`src/rtl/button_debouncer.sv`:
```
// -----------------------------------------------------------------------------
// button_debouncer
//
// Three-channel debouncer for the front-panel push-buttons (reset, walk
// request, reprogram). Each raw button is optionally inverted, passed through
// a 2-flop synchronizer, and then filtered by a four-state FSM. The level
// flips only after the synchronized value has differed from it for
// DEBOUNCE_COUNT consecutive clock edges. A one-cycle pulse marks each
// debounced press. Releases produce no pulse.
//
// Parameters:
//   DEBOUNCE_COUNT  stable edges required before a level flips (2..2^CNT_WIDTH-1)
//   CNT_WIDTH       width of each per-channel stability counter
//   BTN_ACTIVE_LOW  1 = raw buttons read 0 when pressed
//
// Ports:
//   clk                 system clock
//   reset               asynchronous active-low power-on reset
//   reset_btn           raw reset push-button (asynchronous to clk)
//   walk_btn            raw walk push-button (asynchronous to clk)
//   reprogram_btn       raw reprogram push-button (asynchronous to clk)
//   reset_db_out        debounced reset-button level
//   walkRequest_db_out  debounced walk-button level
//   reprogram_db_out    debounced reprogram-button level
//   press_pulse[2:0]    one-cycle press pulse: [0]=reset [1]=walk [2]=reprogram
// -----------------------------------------------------------------------------
module button_debouncer #(
  parameter int DEBOUNCE_COUNT = 4,
  parameter int CNT_WIDTH      = 4,
  parameter bit BTN_ACTIVE_LOW = 1'b0
) (
  input  logic       clk,
  input  logic       reset,
  input  logic       reset_btn,
  input  logic       walk_btn,
  input  logic       reprogram_btn,
  output logic       reset_db_out,
  output logic       walkRequest_db_out,
  output logic       reprogram_db_out,
  output logic [2:0] press_pulse
);

  localparam int NUM_CH = 3;
  localparam logic [CNT_WIDTH-1:0] CNT_LAST = CNT_WIDTH'(DEBOUNCE_COUNT - 1);
  localparam logic [CNT_WIDTH-1:0] CNT_ONE  = CNT_WIDTH'(1);

  typedef enum logic [1:0] {
    LOW      = 2'd0,
    ARM_HIGH = 2'd1,
    HIGH     = 2'd2,
    ARM_LOW  = 2'd3
  } state_t;

  logic [NUM_CH-1:0] raw;
  logic [NUM_CH-1:0] sync1_q;
  logic [NUM_CH-1:0] sync2_q;
  state_t            state_q [NUM_CH];
  logic [CNT_WIDTH-1:0] cnt_q [NUM_CH];
  logic [NUM_CH-1:0] level_q;
  logic [NUM_CH-1:0] pulse_q;

  // Channel order matches press_pulse: [0]=reset, [1]=walk, [2]=reprogram.
  assign raw = {reprogram_btn, walk_btn, reset_btn} ^ {NUM_CH{BTN_ACTIVE_LOW}};

  // NOTE: every state element, including the per-channel counter/state
  // arrays, is cleared by the asynchronous reset so a mid-count abort leaves
  // no stale progress; all updates here are non-blocking so the synchronizer
  // stages and FSMs see last cycle's values regardless of statement order.
  always_ff @(posedge clk or negedge reset) begin
    if (!reset) begin
      sync1_q <= '0;
      sync2_q <= '0;
      level_q <= '0;
      pulse_q <= '0;
      for (int ch = 0; ch < NUM_CH; ch++) begin
        state_q[ch] <= LOW;
        cnt_q[ch]   <= '0;
      end
    end else begin
      sync1_q <= raw;
      sync2_q <= sync1_q;
      pulse_q <= '0;
      for (int ch = 0; ch < NUM_CH; ch++) begin
        case (state_q[ch])
          LOW: begin
            if (sync2_q[ch]) begin
              state_q[ch] <= ARM_HIGH;
              cnt_q[ch]   <= CNT_ONE;
            end
          end
          ARM_HIGH: begin
            if (!sync2_q[ch]) begin
              // Bounced back before the window completed: start over.
              state_q[ch] <= LOW;
              cnt_q[ch]   <= '0;
            end else if (cnt_q[ch] == CNT_LAST) begin
              state_q[ch] <= HIGH;
              cnt_q[ch]   <= '0;
              level_q[ch] <= 1'b1;
              pulse_q[ch] <= 1'b1;
            end else begin
              cnt_q[ch] <= cnt_q[ch] + CNT_ONE;
            end
          end
          HIGH: begin
            if (!sync2_q[ch]) begin
              state_q[ch] <= ARM_LOW;
              cnt_q[ch]   <= CNT_ONE;
            end
          end
          ARM_LOW: begin
            if (sync2_q[ch]) begin
              state_q[ch] <= HIGH;
              cnt_q[ch]   <= '0;
            end else if (cnt_q[ch] == CNT_LAST) begin
              state_q[ch] <= LOW;
              cnt_q[ch]   <= '0;
              level_q[ch] <= 1'b0;
            end else begin
              cnt_q[ch] <= cnt_q[ch] + CNT_ONE;
            end
          end
          default: begin
            state_q[ch] <= LOW;
            cnt_q[ch]   <= '0;
            level_q[ch] <= 1'b0;
          end
        endcase
      end
    end
  end

  assign reset_db_out       = level_q[0];
  assign walkRequest_db_out = level_q[1];
  assign reprogram_db_out   = level_q[2];
  assign press_pulse        = pulse_q;

endmodule

```
`config.mk`:
```
export PLATFORM = sky130hd
export DESIGN_NAME = button_debouncer
export DESIGN_NICKNAME = d
export VERILOG_FILES = /design/src/rtl/button_debouncer.sv
export SDC_FILE = /design/constraint.sdc
export NUM_CORES = 1
export LEC_CHECK = 0
export CORE_MARGIN = 2
export CORE_UTILIZATION = 50
export DETAILED_ROUTE_END_ITERATION = 6
export PLACE_DENSITY = 0.71
export SETUP_SLACK_MARGIN = 0.02
export SYNTH_ARGS = -nofsm -noshare
export SYNTH_HDL_FRONTEND = slang
export SYNTH_SLANG_ARGS = --single-unit
```
`constraint.sdc`:
```
create_clock -name clk -period 1.3 [get_ports clk]
set_input_delay 0.26 -clock clk [delete_from_list [all_inputs] [get_ports clk]]
set_output_delay 0.26 -clock clk [all_outputs]
set_load 0.05 [all_outputs]
```
==> results.cfg <==
[clocking]
root_buffer = clkbuf_4
cts.sinks = 30
cts_made_buffers = 5
htree_levels = 2
clk_pin_slew_worst_paths_ps = 90
tritoncts = yes
clock_path_buffers = 2
cts_hold_buf = 0
insertion_delay_ps = 330

[timing]
tightestPinTransition_ps = 360
setup-violations-final = 0
slew_headroom_pct = 75.9
clock.fmax_ghz = 0.823
skew_ps = 10.2
whs_ps = 284
finalCritPeriodShare_pct = 93.4
hold_viol = 0
fin_crit_ps = 1210
rsz0062_at_grt = yes
final_max_slew_viol_count = 0

[critical_path]
path_max_fanout = 5
path_cells = ha_2, and4bb_4, nand2_1, o221ai_2
worst-endpoint-arrival_ps = 1460
critPathTopFamily = flip-flops
critPathKind = reg -> reg
slowest_stage = dfrtp_1
start_kind = flip-flop
critPathBufInv = 0
end_kind = flip-flop
critPathMaxStageDelay_ps = 410
worstPathRequired_ps = 1550

[synthesis]
synth-simple-area-share_pct = 17.3
syn-instance-count = 115
synth_top_cell_area_share_pct = 58.5
yosys_warnings = 0
yosys.area.top_type = dfrtp_1
synthesis.nets = 123
syn_avg_cell_area_um2 = 11.2
ys_seq_area_share_pct = 58.5
synth_mux_area_share_pct = 1.66
synthAdderAreaFrac_pct = 2.92
synth_xor_area_share_pct = 6.14
ys_types = 26
yosys-top-cells-area = dfrtp_1 (58%), nand2_1 (4.7%), xor2_1 (4.1%)
synth_top_family_by_area = simple AND/OR/NAND/NOR gates
ys_ff_latch = 30
synth_compound_area_share_pct = 11.7
syn_area_um2 = 1280

[status]
run_status = finished, final reports clean

[placement]
place_congestion = 0.681
dp.cells = 160
hpwlAfterDp_um = 1450
io_buffers = 10

[layout]
layout-drive-gt1-share_pct = 24.3
num-fill-cells = 191
fin_nets = 148
diodes = 0
final_util_pct = 66.8
fin_cells = 170
synthToLayoutAreaGrowth_pct = 27.8

[route]
drt_iter0_drc = 13
drt_wl_total_um = 2170
via_count = 911
drc = 0
postRouteAntennaNets = 0
drt-vias-per-instance = 5.36
routedWlPerCell_um = 12.7
dr.pass1.iters = 4

[die]
initial_utilization_pct = 52.3
rows = 18
io_pins = 11
die_area_um2 = 2990
fp.dieH_um = 54.7
coreArea_um2 = 2450
die_w_um = 54.7

[global_routing]
grt_overflow = 0
grt_antenna_before_repair = 0
grt_usage_pct = 18.0
grt_max_degree = 31
grt_first_pass_wirelength_um = 3590
grt_pass1_vias = 856

[job]
maxCapViolations = 0

[power_and_ir_drop]
leakage_nw = 0.718
ir_drop_uv = 1400
powerDensity_nw_per_um2 = 1780

[hold_path]
hold_class = in -> async
## state kept, by name, indices dropped and copies added, names as in the netlist, named ones only
register,flops
state_q,3
sync1_q,3
sync2_q,3
press_pulse,3
level_q,3
cnt_q,12
## area by class of cell
| cell class | instances | area [µm²] | share of cell area [%] |
|---|---|---|---|
| Clock buffer | 7 | 45.0 | 2.75 |
| Multi-Input combinational cell | 79 | 551 | 33.6 |
| Sequential cell | 30 | 752 | 45.8 |
| Tap cell | 30 | 37.5 | 2.29 |
| Inverter | 6 | 22.5 | 1.37 |
| Timing Repair Buffer | 18 | 233 | 14.2 |
## cells in the mapped netlist
master / count
and3b_1: 1
a21o_1: 2
nor4bb_4: 1
and4bb_4: 1
nand2_1: 16
o21ai_1: 1
o22ai_1: 5
a21oi_2: 1
a211oi_1: 1
o21ai_0: 5
o41ai_1: 1
nor2b_1: 1
mux2i_1: 1
ha_1: 3
o221ai_1: 1
inv_1: 6
xor2_1: 6
xnor2_1: 3
a21oi_1: 6
nor2_1: 11
mux2_2: 1
dfrtp_1: 30
nand3b_1: 3
nand3_1: 6
a21bo_2: 1
and4bb_2: 1
## stage by stage
step                      TNS (ps)  area [µm²]  setup WS (ps)  power [mW]
after global routing             0        1640           1.75        3.16
final                            0        1640           85.5        2.93
after CTS                        0        1590           30.3        2.87
after detailed placement     -10.9        1530          -5.58        2.34
after global placement           0        1530           53.6        2.30
after floorplan                  0        1280           30.7        1.94
## cell families (layout without fill, tap and decap cells)
family / Yosys count / in the layout
buffers and inverters: 6 / 31
adder cells (fa/ha/maj): 3 / 3
flip-flops: 30 / 30
AND/OR/NAND/NOR: 41 / 41
multiplexers: 2 / 2
XOR/XNOR: 9 / 9
AO/OA/AOI/OAI: 24 / 24
## cells in the final DEF, fill, tap and decap left out, types with 2 or more instances in the layout
cell type / n
o21ai_0: 4
nand3_1: 6
nor2_1: 10
a21oi_1: 5
buf_4: 7
xor2_1: 6
buf_12: 7
o21ai_1: 2
nand3b_1: 3
nand2_1: 15
a21o_1: 2
xnor2_1: 3
inv_1: 6
clkdlybuf4s50_1: 4
a21oi_2: 2
o22ai_1: 5
clkbuf_1: 2
ha_2: 2
dfrtp_1: 29
clkbuf_4: 5
## layer usage
layer  GRT usage (%)  share of wire (%)  vias up
met2            25.2                 46       15
met4            7.50                1.7        0
li1                -                  -      450
met1            22.8                 46      441
met3            10.1                5.3        5
met5               0                  0        -
## final timing paths
check	cells after the start	start	to	slack [ps]
min reg2reg	0	sync1_q[1]$_DFF_PN0_	sync2_q[1]$_DFF_PN0_	360
max in group asynchronous	2	reset	state_q[0]$_DFFE_PN0P_	840
min in group clk	0	sync1_q[1]$_DFF_PN0_	sync2_q[1]$_DFF_PN0_	360
max reg2reg	4	cnt_q[4]$_DFFE_PN0P_	level_q[1]$_DFFE_PN0P_	90
min	2	reset	cnt_q[3]$_DFFE_PN0P_	280
max	4	cnt_q[4]$_DFFE_PN0P_	level_q[1]$_DFFE_PN0P_	90
## report_power, final
group	leakage [nW]	total, mW	switching (mW)	internal (mW)
Clock	0.0254	0.501	0.298	0.203
Sequential	0.378	1.40	0.257	1.14
Combinational	0.314	1.03	0.497	0.530
Total	0.718	2.93	1.05	1.88
## timing repair
| item | 4_1_cts | 5_1_grt |
|---|---|---|
| resized for setup | 1 | 10 |
| setup endpoints to repair | 4 | 5 |
| pin swaps | 1 | 2 |
| setup buffers | 1 | 2 |
Power figures use the tool's default switching activity.
